**config.mk**
```make
export PLATFORM = sky130hd
export DESIGN_NAME = trigger_flat
export DESIGN_NICKNAME = d
export VERILOG_FILES = /design/src/rtl/trigger_if.sv /design/src/rtl/trigger.sv /design/src/flat_wrapper.sv
export SDC_FILE = /design/constraint.sdc
export NUM_CORES = 1
export LEC_CHECK = 0
export BUFFER_PORTS_ARGS = -buffer_cell sky130_fd_sc_hd__buf_4
export CAP_MARGIN = 0
export CELL_PAD_IN_SITES_DETAIL_PLACEMENT = 1
export CELL_PAD_IN_SITES_GLOBAL_PLACEMENT = 2
export CORE_ASPECT_RATIO = 0.75
export CORE_MARGIN = 2
export CORE_UTILIZATION = 28
export CTS_CLUSTER_DIAMETER = 30
export DETAILED_ROUTE_END_ITERATION = 12
export GPL_TIMING_DRIVEN = 0
export PLACE_DENSITY = 0.8
export SLEW_MARGIN = 40
export SYNTH_ARGS = -nofsm -noshare
export SYNTH_HDL_FRONTEND = slang
export SYNTH_SLANG_ARGS = --single-unit
```
**constraint.sdc**
```tcl
create_clock -name clk -period 1.69 [get_ports clk]
set_input_delay 0 -clock clk [delete_from_list [all_inputs] [get_ports clk]]
set_output_delay 0 -clock clk [all_outputs]
set_load 0.05 [all_outputs]
```
**src/rtl/trigger_if.sv**
```systemverilog
// Trigger unit bus: ADC stream, software arm/configuration and the
// grant/done handshake with the capture stage.
// The trigger block uses the master modport. The slave modport is the
// view from the surrounding system or testbench.
interface trigger_if;
  logic       arm;
  logic       mode;
  logic       trig_edge;
  logic [7:0] threshold;
  logic [2:0] pat_len;
  logic [7:0] pattern;
  logic [7:0] adc_data;
  logic       done;
  logic       grant;
  logic       armed;
  logic       triggered;
  logic       auto_fired;

  modport master (
    input  arm, mode, trig_edge, threshold, pat_len, pattern, adc_data, done,
    output grant, armed, triggered, auto_fired
  );

  modport slave (
    output arm, mode, trig_edge, threshold, pat_len, pattern, adc_data, done,
    input  grant, armed, triggered, auto_fired
  );
endinterface

```
**src/rtl/trigger.sv**
```systemverilog
// Trigger unit. It slices the ADC stream against a threshold and starts a
// capture in one of two ways:
//   - an edge crossing (oscilloscope mode)
//   - a serial bit-pattern match (logic-analyser mode)
// It then holds grant until the capture stage reports done.
// Optional feature macro: TRIGGER_AUTO_EN. When it is defined, the unit
// forces a trigger after AUTO_CYCLES armed cycles without a match.
module trigger #(
  parameter int AUTO_CYCLES = 1000000
) (
  input logic      clk,
  input logic      rst,
  trigger_if.master bus
);

  localparam logic [1:0] IDLE  = 2'd0;
  localparam logic [1:0] ARMED = 2'd1;
  localparam logic [1:0] GRANT = 2'd2;

  logic [1:0] state_q, state_d;
  logic [7:0] hist_q, hist_d;
  logic [3:0] fill_q, fill_d;
  logic       trig_q, trig_d;
  logic       mode_q, mode_d;
  logic       edge_q, edge_d;
  logic [7:0] thr_q, thr_d;
  logic [2:0] len_q, len_d;
  logic [7:0] pat_q, pat_d;

  logic       sampleBit;
  logic [7:0] histNext;
  logic [7:0] patMask;
  logic       edgeMatch;
  logic       patMatch;
  logic       match;

`ifdef TRIGGER_AUTO_EN
  localparam int AUTO_W = $clog2(AUTO_CYCLES + 1);
  logic [AUTO_W-1:0] autoCnt_q, autoCnt_d;
  logic              autoFired_q, autoFired_d;
  logic              autoTimeout;
`else
  logic unused_autoCycles;
  assign unused_autoCycles = (AUTO_CYCLES != 0);
`endif

  // Slice the current sample and evaluate both match conditions against
  // the history as it would look after shifting this sample in.
  always_comb begin
    sampleBit = (bus.adc_data > thr_q);
    histNext  = {hist_q[6:0], sampleBit};
    patMask   = 8'hFF >> (3'd7 - len_q);
    edgeMatch = (fill_q != 4'd0) &&
                (edge_q ? (histNext[1:0] == 2'b01) : (histNext[1:0] == 2'b10));
    patMatch  = (fill_q >= {1'b0, len_q}) &&
                ((histNext & patMask) == (pat_q & patMask));
    match     = mode_q ? patMatch : edgeMatch;
  end

`ifdef TRIGGER_AUTO_EN
  // The timeout fires on the AUTO_CYCLES-th evaluated armed cycle.
  always_comb begin
    autoTimeout = (autoCnt_q == AUTO_W'(AUTO_CYCLES - 1));
  end
`endif

  // Next-state logic: latch the configuration on arm, shift the history
  // while armed, and hold grant until done.
  always_comb begin
    state_d = state_q;
    hist_d  = hist_q;
    fill_d  = fill_q;
    trig_d  = 1'b0;
    mode_d  = mode_q;
    edge_d  = edge_q;
    thr_d   = thr_q;
    len_d   = len_q;
    pat_d   = pat_q;
`ifdef TRIGGER_AUTO_EN
    autoCnt_d   = autoCnt_q;
    autoFired_d = autoFired_q;
`endif
    case (state_q)
      IDLE: begin
        if (bus.arm) begin
          mode_d  = bus.mode;
          edge_d  = bus.trig_edge;
          thr_d   = bus.threshold;
          len_d   = bus.pat_len;
          pat_d   = bus.pattern;
          hist_d  = 8'd0;
          fill_d  = 4'd0;
          state_d = ARMED;
`ifdef TRIGGER_AUTO_EN
          autoCnt_d   = '0;
          autoFired_d = 1'b0;
`endif
        end
      end
      ARMED: begin
        hist_d = histNext;
        fill_d = (fill_q == 4'd8) ? 4'd8 : fill_q + 4'd1;
        if (match) begin
          state_d = GRANT;
          trig_d  = 1'b1;
        end
`ifdef TRIGGER_AUTO_EN
        else if (autoTimeout) begin
          state_d     = GRANT;
          trig_d      = 1'b1;
          autoFired_d = 1'b1;
        end else begin
          autoCnt_d = autoCnt_q + AUTO_W'(1);
        end
`endif
      end
      GRANT: begin
        if (bus.done) begin
          state_d = IDLE;
        end
      end
      default: state_d = IDLE;
    endcase
  end

  // State and shadow registers. The reset is synchronous and overrides any
  // match on the same edge.
  always_ff @(posedge clk) begin
    if (rst) begin
      state_q <= IDLE;
      hist_q  <= 8'd0;
      fill_q  <= 4'd0;
      trig_q  <= 1'b0;
      mode_q  <= 1'b0;
      edge_q  <= 1'b0;
      thr_q   <= 8'd0;
      len_q   <= 3'd0;
      pat_q   <= 8'd0;
`ifdef TRIGGER_AUTO_EN
      autoCnt_q   <= '0;
      autoFired_q <= 1'b0;
`endif
    end else begin
      state_q <= state_d;
      hist_q  <= hist_d;
      fill_q  <= fill_d;
      trig_q  <= trig_d;
      mode_q  <= mode_d;
      edge_q  <= edge_d;
      thr_q   <= thr_d;
      len_q   <= len_d;
      pat_q   <= pat_d;
`ifdef TRIGGER_AUTO_EN
      autoCnt_q   <= autoCnt_d;
      autoFired_q <= autoFired_d;
`endif
    end
  end

  assign bus.grant     = (state_q == GRANT);
  assign bus.armed     = (state_q == ARMED);
  assign bus.triggered = trig_q;
`ifdef TRIGGER_AUTO_EN
  assign bus.auto_fired = autoFired_q;
`else
  assign bus.auto_fired = 1'b0;
`endif

endmodule
```
**src/flat_wrapper.sv**
```systemverilog
// flat-port wrapper written by rule: the top's interface ports become plain ports
module trigger_flat 
#(
  parameter int AUTO_CYCLES = 1000000
)
  (clk, rst, bus_arm, bus_mode, bus_trig_edge, bus_threshold, bus_pat_len, bus_pattern, bus_adc_data, bus_done, bus_grant, bus_armed, bus_triggered, bus_auto_fired);
  trigger_if bus_i ();
  input logic clk;
  input logic rst;
  input wire logic [$bits(bus_i.arm)-1:0] bus_arm;
  input wire logic [$bits(bus_i.mode)-1:0] bus_mode;
  input wire logic [$bits(bus_i.trig_edge)-1:0] bus_trig_edge;
  input wire logic [$bits(bus_i.threshold)-1:0] bus_threshold;
  input wire logic [$bits(bus_i.pat_len)-1:0] bus_pat_len;
  input wire logic [$bits(bus_i.pattern)-1:0] bus_pattern;
  input wire logic [$bits(bus_i.adc_data)-1:0] bus_adc_data;
  input wire logic [$bits(bus_i.done)-1:0] bus_done;
  output wire logic [$bits(bus_i.grant)-1:0] bus_grant;
  output wire logic [$bits(bus_i.armed)-1:0] bus_armed;
  output wire logic [$bits(bus_i.triggered)-1:0] bus_triggered;
  output wire logic [$bits(bus_i.auto_fired)-1:0] bus_auto_fired;
  assign bus_i.arm = bus_arm;
  assign bus_i.mode = bus_mode;
  assign bus_i.trig_edge = bus_trig_edge;
  assign bus_i.threshold = bus_threshold;
  assign bus_i.pat_len = bus_pat_len;
  assign bus_i.pattern = bus_pattern;
  assign bus_i.adc_data = bus_adc_data;
  assign bus_i.done = bus_done;
  assign bus_grant = bus_i.grant;
  assign bus_armed = bus_i.armed;
  assign bus_triggered = bus_i.triggered;
  assign bus_auto_fired = bus_i.auto_fired;
  trigger #(.AUTO_CYCLES(AUTO_CYCLES)) u_core (.clk(clk), .rst(rst), .bus(bus_i));
endmodule
```
==> results of run 1 <==
-- path summary, 6_finish.rpt --
kind | start | end | slack [ns] | cells after the start
setup reg to reg | u_core.thr_q[1] | u_core.state_q[1] | -0.25 | 8
setup / recovery | u_core.thr_q[1] | u_core.state_q[1] | -0.25 | 8
hold / removal | bus_done | u_core.state_q[1] | 0.04 | 3
hold reg to reg | u_core.thr_q[3] | u_core.thr_q[3] | 0.46 | 2
-- logic make-up (layout without fill, tap and decap cells) --
group	count (synthesis)	in the layout	share of synthesized area [%]
AOI/OAI and AO/OA	52	52	18.6
and+or+nand+nor	78	78	20.5
DFF	35	35	41.1
xor gates and xnor gates	7	7	3.60
muxes	1	1	0.880
adders and majority gates	13	13	9.54
other	1	1	0.220
buffers and inverters	23	87	5.50
-- critical path, delay by kind of cell, from the launching register on --
family	cells	cell delay (ns)
AOI/OAI and AO/OA	4	0.79
adders and majority gates	1	0.20
and+or+nand+nor	1	0.11
muxes	1	0.36
buffers and inverters	1	0.04
DFF	1	0.33
-- layout by cell type, fill, tap and decap left out, types with 3 or more instances in the layout --
cell type      count
a21oi_1           26
a22o_1             8
buf_4             37
clkbuf_1           8
clkbuf_8           5
dfxtp_1           34
dlygate4sd3_1     21
ha_1              11
inv_1             12
nand2_1           46
nand3_1            4
nand3b_1           3
nand4_1            3
nor2_1            10
o21ai_0            6
xnor2_1            3
xor2_1             4
-- layer usage --
metal,routed length [um],up-vias
met5,0,-
met4,12,0
met3,143,2
met2,1910,19
met1,2290,752
li1,-,835
-- area by class of cell --
| class | instances | area (sq um) |
|---|---|---|
| clock inverters | 1 | 5.00 |
| plain buffers | 10 | 47.5 |
| fillers | 723 | 3450 |
| clock buffers | 7 | 76.3 |
| repair buffers | 56 | 473 |
| inverters | 13 | 48.8 |
| well taps | 78 | 97.6 |
| multi-input cells | 152 | 957 |
| flip-flops and latches | 35 | 702 |
-- Yosys cell counts (all sizes together) --
library cell,instances
o31ai,2
o22a,1
o21ai,8
conb,1
a211oi,2
or2,1
a22o,8
o21a,1
dfxtp,35
xor2,4
buf,2
clkbuf,8
nor3,2
inv,13
a21oi,26
nor2,11
nand3,4
and2,2
xnor2,3
nor3b,2
nand2,46
mux2,1
nor2b,2
o22ai,1
nand2b,2
o211ai,1
ha,13
nand3b,3
nand4,3
a31oi,2
-- state kept, by name, summed over array words and instances, names as in the netlist --
name,count
u_core.pat_q,8
u_core.thr_q,8
u_core.hist_q,7
u_core.fill_q,4
u_core.len_q,3
u_core.state_q,2
u_core.bus.triggered,1
u_core.edge_q,1
u_core.mode_q,1
-- power groups by stage --
stage / combinational [mW] / clock, mW / sequential [mW]
finish: 0.442 / 0.576 / 0.914
global route: 0.501 / 0.634 / 0.922
CTS: 0.433 / 0.595 / 0.915
detailed placement: 0.382 / 0 / 0.933
global placement: 0.372 / 0 / 0.933
floorplan: 0.246 / 0 / 0.923
-- timing repair --
item | in CTS | in global routing
endpoints found under the setup margin | 3 | 25
setup buffers | 1 | 0
endpoints found under the hold margin | 21 | 0
pin swaps | 4 | 6
hold buffers | 21 | 0
resized for setup | 3 | 9
==> metrics.txt, run 1 <==
Peak supply drop 0.435 mV; Post-Layout Cell Count 352; Core Util, Final 41.1%; Routed wire per std cell 12.4 um; grt ovf 0; vias in the first global route 1576; cell row count 24; CTS Sinks 35; Reg clk slew, reported paths 0.07 ns; total power 1.93 mW; top post-synthesis cells by area dfxtp_1, nand2_1, ha_1, a21oi_1, a22o_1; total wire length 4360 um; Synth warnings 0; post-DR vias/cell 4.57; sequential element share of the synthesized area 41.1%; status finished, violations left; CTS tree yes; drt first pass iters 4; total CTS buffers 5; Root Driver clkbuf_8; Int Power 1.37 mW; Initial Utilization 29.1%; maxcap violations 0; sequential share of power 47.3%; post-route design area 2410 sq um; min cycle time layout 1.94 ns; Vias 1608; sw frac 28.9%; Mapped Area 1710 sq um; Power Dens Cells 802 nW/um^2; highest net fanout along the worst path 3; Leakage 0.988 nW; combinational share of power 22.9%; slowest stage delay, CP 0.36 ns; Hold Slack 0.0356 ns; Tcrit/Tclk final 115%; dpl ws -0.375 ns; failing checks negative setup slack; Synth cell types 34; DP Wirelength 3290 um; Yosys reg bits 35; met3 global-route usage 4.21%; buffers from clock root to sink, at most 2; Max Freq 515 MHz; die area 6740 sq um; max-slew violations 0; diode count 0; Die X 94.1 um; Slew Limit Headroom 66.5%; post-synthesis cell count 210; Crit. End Element flip-flop; Final Hold Fails 0; Die H 71.6 um; M2 GR Usage 21.7%; crit path DAT 2.12 ns; top-area cell type share of the netlist area 41.1%; Worst Setup Start Kind flip-flop; Fin Setup TNS -0.583 ns; latest clock arrival within the worst-skew pair 0.28 ns; largest net degree at the start of global routing 11; num ports 37; Routability Congestion 0.786; Post-Syn Nets 256; post-synth top area cell dfxtp_1; Avg Inst Size Synth 8.12 sq um; Final nets 319; Worst path slowest cell mux2_4; area grow syn2layout 41.2%; placed insts 322; unrepaired setup endpoints after global routing true; worst path cell trace inv_2 -> ha_4 -> nor2b_4 -> o211ai_1 -> a21oi_1 -> o31ai_2 -> mux2_4 -> a22o_1; gr usage total 14.2%; Core Region 5860 sq um; Final setup violation count 3; Worst Hold Class in -> reg; first-pass GRT wire length 7490 um; global routing's busiest layer met2; Area after DPL 2060 sq um; layout cells sized above 1 20.8%; post-route antenna net violation count 0; met1 usage 20.7%; clk_skew 0.00577 ns; Clock power frac 29.8%; initial antenna violation count 0; Slew @ Worst Pin 0.502 ns; WS Path Type reg -> reg; H-tree Lvls 2; starting DRC count in detailed routing 43; Net Switching 558 uW; setup slack after layout -0.252 ns; Buffers on Ports 34; worst path required time 1.87 ns; # DRC 0
Power figures use the tool's default switching activity.
==> inputs of run 2 (changes only) <==
--- a/config.mk
+++ b/config.mk
@@ -5,17 +5,17 @@
 export SDC_FILE = /design/constraint.sdc
 export NUM_CORES = 1
 export LEC_CHECK = 0
-export BUFFER_PORTS_ARGS = -buffer_cell sky130_fd_sc_hd__buf_4
 export CAP_MARGIN = 0
 export CELL_PAD_IN_SITES_DETAIL_PLACEMENT = 1
 export CELL_PAD_IN_SITES_GLOBAL_PLACEMENT = 2
 export CORE_ASPECT_RATIO = 0.75
 export CORE_MARGIN = 2
-export CORE_UTILIZATION = 28
+export CORE_UTILIZATION = 32
 export CTS_CLUSTER_DIAMETER = 30
 export DETAILED_ROUTE_END_ITERATION = 12
+export DONT_BUFFER_PORTS = 1
 export GPL_TIMING_DRIVEN = 0
-export PLACE_DENSITY = 0.8
+export PLACE_DENSITY = 0.78
 export SLEW_MARGIN = 40
 export SYNTH_ARGS = -nofsm -noshare
 export SYNTH_HDL_FRONTEND = slang
==> metrics.txt, run 2 (synthesis results as in run 1) <==
status finished, violations left; failing checks negative setup slack; most frequent cells in the layout nand2_1, dfxtp_1, a21oi_1; total power 2.27 mW; post-route antenna net violation count 0; latest clock arrival within the worst-skew pair 0.29 ns; Routability Congestion 0.766; Die X 88.3 um; post-DR vias/cell 4.75; Core Region 5010 sq um; CTS Sinks 35; die area 5940 sq um; initial antenna violation count 0; Die H 67.2 um; DP Wirelength 3070 um; total CTS buffers 5; commonest non-fill, non-tap cell in the layout nand2_1; Vias 1526; Area after DPL 1800 sq um; Reg clk slew, reported paths 0.08 ns; Peak supply drop 0.478 mV; H-tree Lvls 2; Final Hold Fails 0; Leakage 0.900 nW; clk_skew 0.00876 ns; max-slew violations 0; CTS tree yes; Final nets 294; setup slack after layout -0.209 ns; highest net fanout along the worst path 3; Root Driver clkbuf_8; area grow syn2layout 35.4%; maxcap violations 0; WS Path Type reg -> reg; Tcrit/Tclk final 112%; Final setup violation count 3; Routed wire per std cell 14.4 um; cell row count 22; Crit. End Element flip-flop; vias in the first global route 1589; min cycle time layout 1.90 ns; biggest regs u_core.pat_q: 8 flops, u_core.thr_q: 8 flops, u_core.hist_q: 7 flops; layout cells sized above 1 17.3%; Slew @ Worst Pin 0.593 ns; grt ovf 0; diode count 0; Buffers on Ports 0; num ports 37; buffers from clock root to sink, at most 2; post-route design area 2310 sq um; gr usage total 17.0%; Slew Limit Headroom 60.3%; worst path required time 1.88 ns; starting DRC count in detailed routing 50; Worst Setup Start Kind flip-flop; Max Freq 526 MHz; Initial Utilization 34.0%; crit path DAT 2.08 ns; # DRC 0; Worst Hold Class in -> reg; Power Dens Cells 981 nW/um^2; total wire length 4620 um; first-pass GRT wire length 7690 um; unrepaired setup endpoints after global routing true; largest net degree at the start of global routing 13; drt first pass iters 4
## run 2: changes by cell type in the layout (fill, tap and decap cells not counted), moves of 2 or more
cell           delta
buf_4            -28
bufinv_16         +2
clkbuf_1          -3
clkinvlp_4        +2
dfxtp_1           -4
dfxtp_2           +3
dlygate4sd3_1     +3
nand2b_1          -2
## run 2: per-stage QoR
stage | setup WS [ns] | cells | hold slack, ns | util, % | TNS [ns]
finish | -0.209 | 321 | 0.133 | 46.1 | -0.580
global route | -0.327 | 321 | 0.189 | 46.1 | -1.03
CTS | -0.304 | 314 | 0.0938 | 44.0 | -0.723
detailed placement | -0.303 | 282 | 0.140 | 35.9 | -1.01
global placement | -0.301 | 282 | 0.135 | 35.9 | -0.938
floorplan | -0.153 | 210 | 0.128 | - | -0.269
## run 2: final timing paths
kind / from / end / slack (ns) / cells past startpoint
setup reg to reg: u_core.thr_q[1] / u_core.state_q[1] / -0.21 / 8
hold reg to reg: u_core.thr_q[2] / u_core.thr_q[2] / 0.46 / 2
setup / recovery: u_core.thr_q[1] / u_core.state_q[1] / -0.21 / 8
hold / removal: bus_adc_data[7] / u_core.hist_q[0] / 0.13 / 3
## run 2: power by group
group	internal, mW	switching (mW)	leakage (nW)
Clock	0.589	0.333	0.0644
Sequential	0.876	0.0432	0.288
Combinational	0.187	0.238	0.548
Total	1.65	0.614	0.900
## run 2: cell type report
type	instances	area (sq um)
Sequential cell	35	709
Fill cell	613	2700
Timing Repair Buffer	32	300
Inverter	13	52.6
Multi-Input combinational cell	152	973
Tap cell	72	90.1
Clock inverter	3	67.6
Clock buffer	5	68.8
Buffer	9	47.5
## run 2: metal layers
layer | GRT usage, % | share of wire [%] | routed length (um) | vias to the layer above
met1 | 22.9 | 51 | 2350 | 718
met5 | 0 | 0 | 0 | -
li1 | - | - | - | 782
met2 | 26.8 | 45 | 2080 | 23
met3 | 4.89 | 3.6 | 164 | 3
met4 | 4.17 | 0.54 | 25 | 0
## run 2: critical path, stage by stage, from the launching register on
cell	delay, ns
dfxtp_2	0.34
inv_2	0.04
ha_4	0.21
nor2b_4	0.12
o211ai_1	0.19
a21oi_2	0.08
o31ai_2	0.25
mux2_4	0.36
a22o_1	0.21
## run 2: repair_timing
item | in CTS | in global routing
resized for setup | 5 | 19
endpoints found under the hold margin | 22 | 0
endpoints found under the setup margin | 12 | 33
hold buffers | 24 | 0
buffers inserted | 0 | 8
pin swaps | 3 | 8
==> inputs of run 3 (changes only) <==
==> constraint.sdc (replaced) <==
create_clock -name clk -period 1.69 [get_ports clk]
set_input_delay 0 -clock clk [delete_from_list [all_inputs] [get_ports clk]]
set_output_delay 0 -clock clk [all_outputs]
set_load 0.005 [all_outputs]
==> metrics.txt, run 3 (synthesis results as in run 1) <==
Slew Limit Headroom 49.5%; total power 2.08 mW; initial antenna violation count 0; layout cells sized above 1 10.3%; highest net fanout along the worst path 3; starting DRC count in detailed routing 48; Worst path slowest cell mux2_4; DP Wirelength 3090 um; CP delay by family, top compound AO/OA/AOI/OAI gates; Register Area 703 sq um; area grow syn2layout 29.0%; status finished, violations left; Power Dens Cells 946 nW/um^2; first-pass GRT wire length 7260 um; CTS Sinks 35; largest net degree at the start of global routing 12; total wire length 4370 um; dpl ws -0.306 ns; Clock power frac 38.4%; grt ovf 0; setup slack after layout -0.244 ns; Cells on Worst Hold Path 3; Net Switching 566 uW; Slew @ Worst Pin 0.755 ns; commonest non-fill, non-tap cell in the layout nand2_1; Hold Path Sink u_core.hist_q[0]; Final Hold Fails 0; Reg2Reg Setup Slack -0.24 ns; Die X 88.3 um; Initial Utilization 34.0%; Int Power 1.51 mW; Buffers on Ports 0; Max Freq 517 MHz; post-route design area 2200 sq um; biggest regs u_core.pat_q: 8 flops, u_core.thr_q: 8 flops, u_core.hist_q: 7 flops; WS Path Type reg -> reg; worst path cell trace inv_1 -> ha_1 -> a211oi_2 -> nor2_1 -> o31ai_2 -> mux2_4 -> a22o_1; worst path required time 1.88 ns; clk_skew 0.00527 ns; Worst Hold Class in -> reg; max-slew violations 0; Die H 67.2 um; Root Driver clkbuf_8; Core Util, Final 43.9%; latest clock arrival within the worst-skew pair 0.29 ns; most frequent cells in the layout nand2_1, dfxtp_1, a21oi_1; Multi-input gate area 948 sq um; Tcrit/Tclk final 114%; post-DR vias/cell 4.80; drt first pass iters 4; post-route antenna net violation count 0; Worst Setup Start Kind flip-flop; Leakage 0.858 nW; # DRC 0; Area after DPL 1800 sq um; Routability Congestion 0.766; Reg clk slew, reported paths 0.07 ns; worst hold start bus_adc_data[7]; slowest stage delay, CP 0.36 ns; Crit. End Element flip-flop; Vias 1508; vias in the first global route 1516; crit path DAT 2.13 ns; Worst R2R End u_core.state_q[1]; failing checks negative setup slack; maxcap violations 0; worst path bufs/invs 1; Final nets 287; total CTS buffers 5; diode count 0; unrepaired setup endpoints after global routing true; Core Region 5010 sq um; sequential share of power 44.0%; sw frac 27.2%; die area 5940 sq um; CTS tree yes; cell row count 22; Routed wire per std cell 13.9 um; Peak supply drop 0.539 mV; placed insts 282; gr usage total 16.2%; Final setup violation count 3; H-tree Lvls 2; combinational share of power 17.6%; Post-Layout Cell Count 314; buffers from clock root to sink, at most 2; num ports 37; filler instances 618; min cycle time layout 1.93 ns; R2R depth 7; worst flop-to-flop path startpoint u_core.thr_q[5]
## run 3: changes by cell type in the layout (fill, tap and decap cells not counted), moves of 2 or more
cell,change
nand2b_1,+2
dfxtp_1,+3
clkinvlp_4,-2
dfxtp_2,-2
buf_4,-6
## run 3: layer usage
metal,GRT usage (%),up-vias,routed length (um)
met5,0,-,0
met4,5.68,0,63
met3,4.28,7,155
met2,24.0,22,1820
met1,22.8,709,2330
li1,-,770,-
## run 3: cell type report
class | instances | share of cell area (%)
multi-input cells | 152 | 43.1
flip-flops and latches | 35 | 32.0
repair buffers | 25 | 11.3
well taps | 72 | 4.10
clock buffers | 6 | 3.75
inverters | 13 | 2.22
plain buffers | 9 | 1.99
clock inverters | 2 | 1.59
## run 3: worst max path at each step
stage                     cells after the start             from  slack [ns]                end
after floorplan                               8  u_core.thr_q[1]       -0.15  u_core.state_q[1]
after global placement                        8  u_core.thr_q[1]       -0.30  u_core.state_q[1]
after detailed placement                      8  u_core.thr_q[1]       -0.31  u_core.state_q[1]
after CTS                                     8  u_core.thr_q[1]       -0.31  u_core.state_q[1]
after global routing                          8  u_core.thr_q[1]       -0.35  u_core.state_q[1]
final                                         7  u_core.thr_q[5]       -0.24  u_core.state_q[1]
## run 3: worst reg2reg max path, cell delays in order (launching register included)
cell and delay (ns):
dfxtp_1 0.35, inv_1 0.06, ha_1 0.30, a211oi_2 0.18
nor2_1 0.08, o31ai_2 0.29, mux2_4 0.36, a22o_1 0.23
## run 3: repair_timing
action / CTS / global route
hold buffers: 24 / 0
resized for setup: 4 / 8
hold endpoints to repair: 22 / 0
setup endpoints to repair: 3 / 26
setup buffers: 0 / 1
pin swaps: 3 / 4
## run 3: power groups by stage
stage / clock [mW] / combinational (mW) / sequential, mW
6_report: 0.799 / 0.366 / 0.915
5_1_grt: 0.848 / 0.421 / 0.923
4_1_cts: 0.811 / 0.354 / 0.915
3_5_place_dp: 0 / 0.299 / 0.934
3_3_place_gp: 0 / 0.292 / 0.933
2_1_floorplan: 0 / 0.228 / 0.922
## run 3: stage by stage
step                      hold WS, ns  setup TNS [ns]
after global placement          0.135          -0.701
after global routing            0.190           -1.01
after CTS                      0.0971          -0.743
after floorplan                 0.128          -0.269
after detailed placement        0.140          -0.755
final                           0.116          -0.663
